--- src/rtl/uart_tx_arb_pkg.sv ---
// Shared types and constants for the UART transmit arbiter.
package uart_tx_arb_pkg;

  typedef enum logic {
    IDLE = 1'b0,
    BUSY = 1'b1
  } state_t;

  localparam int unsigned BYTE_W      = 8;
  localparam int unsigned MAX_NUM_REQ = 8;

endpackage

--- src/rtl/rr_picker.sv ---
// Combinational round-robin picker: first active request at or after ptr,
// wrapping modulo N; returns both a one-hot pick and its index.
module rr_picker #(
  parameter int unsigned N     = 4,
  parameter int unsigned IDX_W = 2
) (
  input  logic [N-1:0]     req,
  input  logic [IDX_W-1:0] ptr,
  output logic [N-1:0]     pick,
  output logic [IDX_W-1:0] idx
);

  logic        found;
  int unsigned cand;

  always_comb begin
    pick  = '0;
    idx   = '0;
    found = 1'b0;
    cand  = 0;
    for (int unsigned off = 0; off < N; off++) begin
      cand = (32'(ptr) + off) % N;
      if (!found && req[cand]) begin
        found      = 1'b1;
        pick[cand] = 1'b1;
        idx        = IDX_W'(cand);
      end
    end
  end

endmodule

--- src/rtl/uart_tx_arbiter.sv ---
// Packet-granular round-robin arbiter feeding one UART transmitter.
// Optional mid-packet stall timeout is enabled by defining UART_TX_ARB_TIMEOUT_EN.
module uart_tx_arbiter
  import uart_tx_arb_pkg::*;
#(
  parameter int unsigned NUM_REQ        = 4,
  parameter int unsigned TIMEOUT_CYCLES = 1024
) (
  input  logic                      clk,
  input  logic                      rst_n,
  input  logic [NUM_REQ*BYTE_W-1:0] req_data,
  input  logic [NUM_REQ-1:0]        req_valid,
  input  logic [NUM_REQ-1:0]        req_last,
  output logic [NUM_REQ-1:0]        req_ready,
  output logic [BYTE_W-1:0]         tx_data,
  output logic                      tx_valid,
  input  logic                      tx_ready,
  output logic [NUM_REQ-1:0]        grant,
  output logic                      timeout_err
);

  localparam int unsigned IDX_W = $clog2(NUM_REQ);

  if (NUM_REQ < 2 || NUM_REQ > MAX_NUM_REQ || TIMEOUT_CYCLES < 1) begin : g_bad_cfg
    $error("uart_tx_arbiter: unsupported NUM_REQ or TIMEOUT_CYCLES");
  end

  state_t             state, state_nxt;
  logic [IDX_W-1:0]   owner, owner_nxt;
  logic [IDX_W-1:0]   ptr, ptr_nxt;
  logic [NUM_REQ-1:0] grant_q, grant_nxt;
  logic [NUM_REQ-1:0] pick;
  logic [IDX_W-1:0]   pick_idx;
  logic               owner_last;
  logic               xfer;
  logic               timeout_hit;

  rr_picker #(
    .N     (NUM_REQ),
    .IDX_W (IDX_W)
  ) u_picker (
    .req  (req_valid),
    .ptr  (ptr),
    .pick (pick),
    .idx  (pick_idx)
  );

  assign grant = grant_q;

  // Datapath mux keyed off the registered one-hot grant; zero while idle.
  always_comb begin
    tx_data    = '0;
    tx_valid   = 1'b0;
    owner_last = 1'b0;
    req_ready  = '0;
    if (state == BUSY) begin
      for (int unsigned i = 0; i < NUM_REQ; i++) begin
        if (grant_q[i]) begin
          tx_data    = req_data[i*BYTE_W +: BYTE_W];
          tx_valid   = req_valid[i];
          owner_last = req_last[i];
        end
      end
      req_ready = grant_q & {NUM_REQ{tx_ready}};
    end
  end

  assign xfer = tx_valid & tx_ready;

  always_comb begin
    state_nxt = state;
    owner_nxt = owner;
    ptr_nxt   = ptr;
    grant_nxt = grant_q;
    case (state)
      IDLE: begin
        if (|req_valid) begin
          state_nxt = BUSY;
          owner_nxt = pick_idx;
          grant_nxt = pick;
        end
      end
      BUSY: begin
        if ((xfer && owner_last) || timeout_hit) begin
          state_nxt = IDLE;
          grant_nxt = '0;
          ptr_nxt   = (owner == IDX_W'(NUM_REQ - 1)) ? '0 : owner + 1'b1;
        end
      end
    endcase
  end

  always_ff @(posedge clk or negedge rst_n) begin
    if (!rst_n) begin
      state   <= IDLE;
      owner   <= '0;
      ptr     <= '0;
      grant_q <= '0;
    end else begin
      state   <= state_nxt;
      owner   <= owner_nxt;
      ptr     <= ptr_nxt;
      grant_q <= grant_nxt;
    end
  end

`ifdef UART_TX_ARB_TIMEOUT_EN
  localparam int unsigned CNT_W = $clog2(TIMEOUT_CYCLES + 1);

  logic [CNT_W-1:0] to_cnt;
  logic             to_err_q;

  // Fires on the TIMEOUT_CYCLES-th consecutive BUSY cycle without a transfer.
  assign timeout_hit = (state == BUSY) && !xfer && (to_cnt == CNT_W'(TIMEOUT_CYCLES - 1));
  assign timeout_err = to_err_q;

  always_ff @(posedge clk or negedge rst_n) begin
    if (!rst_n) begin
      to_cnt   <= '0;
      to_err_q <= 1'b0;
    end else begin
      to_err_q <= timeout_hit;
      if (state != BUSY || xfer || timeout_hit) begin
        to_cnt <= '0;
      end else begin
        to_cnt <= to_cnt + 1'b1;
      end
    end
  end
`else
  assign timeout_hit = 1'b0;
  assign timeout_err = 1'b0;
`endif

endmodule

--- config.mk ---
export PLATFORM = sky130hd
export DESIGN_NAME = uart_tx_arbiter
export DESIGN_NICKNAME = d
export VERILOG_FILES = /design/src/rtl/uart_tx_arb_pkg.sv /design/src/rtl/rr_picker.sv /design/src/rtl/uart_tx_arbiter.sv
export SDC_FILE = /design/constraint.sdc
export NUM_CORES = 1
export LEC_CHECK = 0
export CORE_MARGIN = 5
export CORE_UTILIZATION = 40
export CTS_BUF_LIST = sky130_fd_sc_hd__clkbuf_4 sky130_fd_sc_hd__clkbuf_8
export DETAILED_ROUTE_END_ITERATION = 16
export GPL_TIMING_DRIVEN = 0
export HOLD_SLACK_MARGIN = 0.08
export PLACE_DENSITY_LB_ADDON = 0.15
export SYNTH_ARGS = -nofsm -noshare
export SYNTH_HDL_FRONTEND = slang
export SYNTH_SLANG_ARGS = --single-unit
--- constraint.sdc ---
create_clock -name clk -period 2.57 [get_ports clk]
set_input_delay 0.771 -clock clk [delete_from_list [all_inputs] [get_ports clk]]
set_output_delay 0.771 -clock clk [all_outputs]
set_load 0.02 [all_outputs]
==> results, run 1 <==
- The number of standard-cell rows in the floorplan is 21.
- The fraction of registers with async set or reset after synthesis is 1.00.
- The number of inserted diodes is 0.
- The kind of start point of the critical path is an input pin.
- The number of endpoints failing setup at the final stage is 0.
- In the final routed layout, each cell accounts on average for 17.3 um.
- The final routed DRC violation total is 0.
- The post-synthesis compound-gate area fraction is 0.305.
- The number of CTS-inserted buffers is 3.
- The number of global-route vias before repair is 1492.
- At the end of routability-driven placement, the weighted congestion stood at 0.935.
- Measured in cells, the most critical reg-to-reg path has a length of 10.
- The max-cap violation count is 0.
- Measured along the y axis, the die boundary spans 70.1 um.
- The finished layout holds 289 standard cells, fillers aside.
- The post-route clock period utilization is 0.988.
- The sequential-to-total area share from yosys stat is 0.156.
- The top flip-flop cell by instance count after synthesis is sky130_fd_sc_hd__dfrtp_1.
- The adder-cell share of the synthesized area is 0.0693.
- The detailed router finished its first iteration with 68 violations.
- Summed over all layers, the global routing overflow is 0.
- Dividing total power by cell area gives a power density of 1120 nW/um2.
- The worst setup path is of the input pin to output pin kind.
- By area, the combinational part of the netlist is dominated by compound AO/OA/AOI/OAI gates.
- The placeable core region is 3420 um2.
- Across the routed clock network, the largest skew measured is 0.00856 ns.
- After the last flow step, the layout net total stands at 295.
- The post-placement cell count is 281.
- The met3 layer wire length in the routed design is 428 um.
- The maximum vdd drop is 0.000676 V.
- The maximum fanout along the worst path is 1.
- For the worst setup path, the data required time is 1.80 ns.
- Across all layers, the routed design uses 1649 vias.
- The count of hold-fix buffers inserted at cts is 0.
- The number of input and output port buffers inserted is 58.
- The number of max-slew violations in the final report was 0.
- The number of iterations in the first detailed-routing pass is 4.
- For hold timing, the worst endpoint is owner[0]$_DFFE_PN0P_.
- The number of cells on the worst hold path is 2.
- The worst slack at placement is -0.962 ns.
- STA puts the critical path data arrival time at 1.77 ns.
- Clock-pin slew was measured on the worst setup and hold paths at 0.06 ns.
- The synthesized flop and latch total is 9.
- The count of flip-flops with a built-in enable after synthesis is 0.
- The synthesized-area fraction occupied by and/or/nand/nor cells is 0.270.
- The slack of the worst reg-to-reg path is 0.09 ns.
- The die boundary width is 70.1 um.
- The top cell types in the final layout, fill and taps aside, are 27 x sky130_fd_sc_hd__clkdlybuf4s50_1, 16 x sky130_fd_sc_hd__nand2_1, 15 x sky130_fd_sc_hd__buf_4.
- The pin count of the biggest net entering global routing is 11.
- The start of the worst register-to-register path is ptr[0]$_DFFE_PN0P_.
- Of the cells placed in the final design, the portion with a size suffix greater than 1 is 0.272.
- The leading cell type in the layout, fill and taps excluded is sky130_fd_sc_hd__clkdlybuf4s50_1.
- The clock tree from TritonCTS is yes.
- The synthesized netlist occupies a cell area of 1450 um2.
- The post-layout minimum cycle time is 2.54 ns.
- The flow ran to the end, and the final reports show no timing, DRC or antenna violations.
- The area enclosed by the die boundary is 4910 um2.
- Of the total synthesized cell area, the portion taken by XOR and XNOR cells is 0.
- STA classifies the critical path endpoint as an output pin.
- At the end of the flow the core is filled with cells to 0.656.
- The total of fill cells in the finished design is 313.
- The post-detailed-route count of antenna-violating nets is 0.
- The cell count after synthesis is 177.
- The number of warnings reported in the yosys synthesis log is 0.
- In this run the mean area of a mapped cell was 8.16 um2.
- No sink is reached through more buffers than the 2 on the longest clock path.
- The number of antenna violations at the first check in global routing came to 0.
- In the final routing, the length of wire on met1 measures 2370 um.
- The launch point of the worst hold path is owner[0]$_DFFE_PN0P_.
- The clock root buffer is sky130_fd_sc_hd__clkbuf_4.
- In the detailed route, the total length drawn on met2 is 2210 um.
- The number of nets in the synthesized netlist is 228.
- The aggregate negative setup slack is 0 ns.
- The reported leakage power is 1.03 nW.
- CTS built an H-tree with a depth of 1.
- The number of clock sinks seen by CTS is 9.
- The initial utilization of the core area, before any placement, comes to 0.423.
- The routed design has 5000 um of wire.
- The count of distinct cell types in the synthesized netlist is 50.
- Timing would allow up to 394 MHz.
- Of the post-synthesis cell area, the part taken by muxes is 0.124.
- The highest routed metal layer is met3.
- For the pin with the worst max-slew slack, the measured transition is 0.492 ns.
- Summed over all nets, the half-perimeter wirelength after detailed placement is 3690 um.
- In this run the count of I/O pins placed on the die edge is 61.
- The first global-routing pass estimated 8090 um of wire.
- Setup slack closes at 0.0320 ns.
- The final hold violation count is 0.
- The worst pin sits at a relative slew slack of 0.669.
- The endpoint of the most critical register-to-register path is grant[1]$_DFFE_PN0P_.
- The overall routing resource usage is 0.201.
- The path class of the tightest hold or removal check is flip-flop to flip-flop.
- The area added between synthesis and finish is 55.0%.
- The later-pin clock latency in the skew report is 0.27 ns.
- After detailed routing, the number of vias per cell comes to 5.71.
flip-flops by register name, indices dropped and copies added (netlist names):
name and count:
owner 2, state 1, ptr 2, grant 4
report_power, final:
group / total, mW / switching, mW / leakage (nW) / internal, mW
registers: 0.294 / 0.0843 / 0.107 / 0.210
clock network: 0.127 / 0.0560 / 0.0184 / 0.0706
logic: 2.08 / 1.11 / 0.907 / 0.964
total: 2.50 / 1.25 / 1.03 / 1.24
critical path: stages:
cell and delay [ns]:
sky130_fd_sc_hd__clkdlybuf4s50_1 0.40, sky130_fd_sc_hd__a221o_1 0.29, sky130_fd_sc_hd__nand3_1 0.08, sky130_fd_sc_hd__a21boi_1 0.07, sky130_fd_sc_hd__buf_4 0.15
synth_stat cells, types with 2 or more instances:
| master | n | area share |
|---|---|---|
| sky130_fd_sc_hd__nand2_1 | 16 | 0.042 |
| sky130_fd_sc_hd__o2111ai_1 | 3 | 0.018 |
| sky130_fd_sc_hd__and3b_1 | 2 | 0.012 |
| sky130_fd_sc_hd__inv_1 | 4 | 0.010 |
| sky130_fd_sc_hd__a221o_1 | 7 | 0.048 |
| sky130_fd_sc_hd__nand3_1 | 9 | 0.031 |
| sky130_fd_sc_hd__dfrtp_1 | 9 | 0.16 |
| sky130_fd_sc_hd__o211ai_1 | 4 | 0.021 |
| sky130_fd_sc_hd__nor2_1 | 5 | 0.013 |
| sky130_fd_sc_hd__o22ai_1 | 4 | 0.017 |
| sky130_fd_sc_hd__a221oi_1 | 2 | 0.012 |
| sky130_fd_sc_hd__nor2b_1 | 5 | 0.022 |
| sky130_fd_sc_hd__and3_1 | 4 | 0.017 |
| sky130_fd_sc_hd__ha_1 | 8 | 0.069 |
| sky130_fd_sc_hd__a221oi_2 | 2 | 0.021 |
| sky130_fd_sc_hd__clkbuf_1 | 9 | 0.023 |
| sky130_fd_sc_hd__mux2_2 | 4 | 0.031 |
| sky130_fd_sc_hd__a31o_1 | 2 | 0.012 |
| sky130_fd_sc_hd__mux4_2 | 3 | 0.047 |
| sky130_fd_sc_hd__nand4_1 | 5 | 0.022 |
| sky130_fd_sc_hd__mux2i_1 | 4 | 0.028 |
| sky130_fd_sc_hd__nand2b_1 | 12 | 0.052 |
| sky130_fd_sc_hd__a21oi_1 | 3 | 0.010 |
| sky130_fd_sc_hd__o21ai_0 | 6 | 0.021 |
| sky130_fd_sc_hd__nand3b_1 | 2 | 0.010 |
| sky130_fd_sc_hd__or2_2 | 4 | 0.017 |
| sky130_fd_sc_hd__buf_2 | 7 | 0.024 |
| sky130_fd_sc_hd__and2_1 | 3 | 0.013 |
| sky130_fd_sc_hd__a21boi_0 | 8 | 0.042 |
logic make-up (layout without fill, tap and decap cells):
| kind of cell | after synthesis | count (layout) |
|---|---|---|
| other | 1 | 1 |
| AO/OA/AOI/OAI | 54 | 54 |
| adder cells (fa/ha/maj) | 8 | 8 |
| flip-flops | 9 | 9 |
| AND/OR/NAND/NOR | 70 | 70 |
| buffers and inverters | 23 | 89 |
| multiplexers | 12 | 12 |
metal layers:
| metal | up-vias | global-route usage |
|---|---|---|
| met5 | - | 0 |
| met4 | 0 | 0.0128 |
| met3 | 0 | 0.0416 |
| met2 | 83 | 0.295 |
| met1 | 761 | 0.312 |
| li1 | 805 | - |
timing repair:
item	4_1_cts	5_1_grt
hold endpoints to repair	0	0
pin swaps	14	25
cloned	0	0
endpoints found under the setup margin	19	18
resized for setup	85	35
buffers inserted	4	0
metrics by stage:
| stage | hold WS [ns] | power (mW) | area (um2) |
|---|---|---|---|
| 2_1_floorplan | 0.475 | 1.61 | 1450 |
| 3_3_place_gp | 0.583 | 2.22 | 2080 |
| 3_5_place_dp | 0.593 | 2.22 | 2080 |
| 4_1_cts | 0.609 | 2.42 | 2190 |
| 5_1_grt | 0.654 | 2.71 | 2240 |
| 6_report | 0.623 | 2.50 | 2240 |
layout make-up:
cell class	instances	area, um2	share of cell area
repair buffers	62	603	0.269
inverters	5	18.8	0.00838
multi-input cells	145	1160	0.518
plain buffers	18	143	0.0637
flip-flops and latches	9	228	0.102
well taps	46	57.6	0.0257
clock buffers	4	30.0	0.0134
worst max-delay path by stage:
stage	slack, ns	startpoint	endpoint
floorplan	0.07	grant[2]$_DFFE_PN0P_	tx_data[6]
global placement	-0.95	req_valid[2]	tx_valid
detailed placement	-0.96	req_valid[2]	tx_valid
CTS	-0.02	req_data[11]	tx_data[3]
global route	-0.06	ptr[0]$_DFFE_PN0P_	grant[1]$_DFFE_PN0P_
finish	0.03	req_data[7]	tx_data[7]
No activity file was read; power rests on OpenSTA's default activity.
==> inputs of run 2 (changes only) <==
--- a/config.mk
+++ b/config.mk
@@ -11,7 +11,8 @@
 export DETAILED_ROUTE_END_ITERATION = 16
 export GPL_TIMING_DRIVEN = 0
 export HOLD_SLACK_MARGIN = 0.08
-export PLACE_DENSITY_LB_ADDON = 0.15
+export PLACE_DENSITY = 0.78
+export SKIP_LAST_GASP = 1
 export SYNTH_ARGS = -nofsm -noshare
 export SYNTH_HDL_FRONTEND = slang
 export SYNTH_SLANG_ARGS = --single-unit
==> results, run 2 (synthesis gave the netlist of run 1 again) <==
- Across the run, the number of max-cap violations was 0.
- The startpoint of the most critical setup path is req_valid[0].
- The worst hold path begins at owner[0]$_DFFE_PN0P_.
- The run finished with clean final reports.
- In this run the static leakage power is 1.01 nW.
- The number of CTS-inserted buffers is 3.
- The number of clock sinks seen by CTS is 9.
- The number of standard-cell rows in the floorplan is 21.
- The die covers 4910 um2.
- The final routed DRC violation total is 0.
- 0 antenna diodes ended up in the layout.
- The number of max-slew violations in the final report is 0.
- The initial cell density of the core is 0.423.
- The maximum fanout along the worst path is 10.
- The data required time of the worst path is 1.80 ns.
- At the placement stage, the worst setup path has a slack of -0.979 ns.
- The number of nets in the final layout is 297.
- Setup violations remaining at the end of the flow were counted as 0.
- The area added between synthesis and finish is 55.4%.
- Counting along the longest clock path gives a buffer depth of 2.
- CTS built an H-tree with a depth of 1.
- The clock tree from TritonCTS is yes.
- The final hold violation count was 0.
- The via count normalized by instance count is 5.78.
- Walking the worst path, the cells encountered are clkbuf_2, and3b_1, o31ai_4, o21ai_1, and2_1, buf_6.
- The pin count of the biggest net entering global routing is 11.
- The flip-flop count of the largest register, all copies and words added is 4.
- For the pin with the worst max-slew slack, the measured transition is 0.548 ns.
- The power density over cell area is 1120 nW/um2.
- The clock root buffer is sky130_fd_sc_hd__clkbuf_4.
- 61 I/O pins were placed.
- The routed length per instance is 17.3 um.
- The worst setup path is captured at an output pin.
- Routability-driven placement finished with a final weighted congestion of 0.924.
- Hold repair after CTS inserted 0 buffers.
- The final wirelength is 5030 um.
- The number of global-route vias before repair is 1671.
- The global route total overflow is 0.
- In this run, placement finished with an instance count of 281.
- The worst setup path is launched from an input pin.
- The critical path buffer and inverter count is 2.
- The die boundary width is 70.1 um.
- Across all setup checks in the final design, the least slack found is 0.0415 ns.
- The routed layout has 1681 vias.
- For this run, the total global-route usage over all layers was measured as 0.201.
- The cell at the slowest stage of the critical path is sky130_fd_sc_hd__and3b_1.
- The path class of the lowest-slack min-delay path is flip-flop to flip-flop.
- Clock-pin slew was measured on the worst setup and hold paths at 0.06 ns.
- The category of the critical setup timing path is input pin to output pin.
- The number of antenna violations at the first check in global routing is 0.
- At the end of the flow the core is filled with cells to 0.658.
- Setup repair after global routing could not meet its margin everywhere.
- The core region is 3420 um2.
- The worst register-to-register path begins at ptr[0]$_DFFE_PN0P_.
- In the layout the commonest cells are 25 x sky130_fd_sc_hd__clkdlybuf4s50_1, 16 x sky130_fd_sc_hd__buf_4, 16 x sky130_fd_sc_hd__nand2_1.
- The post-layout minimum cycle time is 2.53 ns.
- Across all hold checks on the routed design, the worst slack comes to 0.545 ns.
- The number of iterations in the first detailed-routing pass is 5.
- The top cell family by delay on the critical path is simple AND/OR/NAND/NOR gates.
- The later-pin clock latency in the skew report is 0.26 ns.
- On the final layout, the worst clock skew is 0.00591 ns.
- The total half-perimeter wirelength after legalization and detailed placement is 3770 um.
- The finished layout holds 291 standard cells, fillers aside.
- Timing would allow up to 395 MHz.
- Counting the fill cells in the layout gives 305.
- The largest single stage delay on the critical path is 0.24 ns.
- After the first detailed-routing iteration, the DRC count stood at 93.
- VDD sags by at most 0.000688 V.
- The library cell used most frequently in the layout, excluding fill and tap cells, is sky130_fd_sc_hd__clkdlybuf4s50_1.
- The number of input and output port buffers inserted is 58.
- Of the cells placed in the final design, the portion with a size suffix greater than 1 is 0.269.
- The first-pass GRT wire length is 8160 um.
- The data arrival time of the critical path is 1.76 ns.
- Of the available clock period, the critical path in the final layout requires 0.984.
- The count of nets left with antenna violations once routing finished came out at 0.
- In this run the vertical extent of the chip is 70.1 um.
- Headroom to the max-slew limit came out at 0.632.
==> run 2: cell count changes in the layout (fill, tap and decap cells not counted), sizes merged <==
| cell | previous run | this run |
|---|---|---|
| clkdlybuf4s50 | 27 | 25 |
| dlymetal6s2s | 13 | 8 |
| dlygate4sd2 | 2 | 11 |
| clkdlybuf4s15 | 3 | 4 |
| clkbuf | 16 | 13 |
| buf | 23 | 25 |
==> run 2: final timing paths <==
path	end	slack, ns	cells past startpoint
max	tx_valid	0.04	6
min	owner[0]$_DFFE_PN0P_	0.55	2
max reg2reg	owner[1]$_DFFE_PN0P_	0.12	11
min reg2reg	owner[0]$_DFFE_PN0P_	0.55	2
max in group asynchronous	grant[2]$_DFFE_PN0P_	1.46	1
min in group asynchronous	grant[1]$_DFFE_PN0P_	0.80	1
==> run 2: stage by stage <==
stage	power [mW]	area, um2	setup TNS (ns)
6_report	2.51	2250	0
5_1_grt	2.70	2250	-0.0423
4_1_cts	2.44	2190	-0.0337
3_5_place_dp	2.24	2080	-7.73
3_3_place_gp	2.22	2080	-7.24
2_1_floorplan	1.61	1450	0
==> run 2: final cells by class <==
| type | count | area (um2) | area share |
|---|---|---|---|
| Multi-Input combinational cell | 145 | 1150 | 0.511 |
| Sequential cell | 9 | 228 | 0.101 |
| Clock buffer | 4 | 30.0 | 0.0134 |
| Timing Repair Buffer | 64 | 617 | 0.275 |
| Inverter | 5 | 18.8 | 0.00836 |
| Tap cell | 46 | 57.6 | 0.0256 |
| Buffer | 18 | 146 | 0.0652 |
==> run 2: report_power, final <==
part / total [mW] / leakage [nW] / internal, mW / switching [mW]
Combinational: 2.10 / 0.886 / 0.988 / 1.11
Sequential: 0.289 / 0.107 / 0.210 / 0.0785
Clock: 0.118 / 0.0184 / 0.0703 / 0.0477
==> run 2: repair_timing <==
item	in CTS	in global routing
setup endpoints to repair	19	15
gates resized for setup	96	21
pin swaps	22	20
buffers inserted	5	1
==> run 2: per-layer routing <==
metal / GRT usage / vias up / routed length, um
li1: - / 815 / -
met2: 0.317 / 91 / 2280
met3: 0.0545 / 6 / 455
met1: 0.269 / 769 / 2240
met4: 0.0532 / 0 / 61
met5: 0 / - / 0
==> run 2: worst reg2reg max path: cells and delay by family, from the launching register on <==
kind	cells	cell delay [ns]
buffers and inverters	6	0.93
AO/OA/AOI/OAI	2	0.31
adder cells (fa/ha/maj)	1	0.25
flip-flops	1	0.39
multiplexers	1	0.32
AND/OR/NAND/NOR	1	0.13
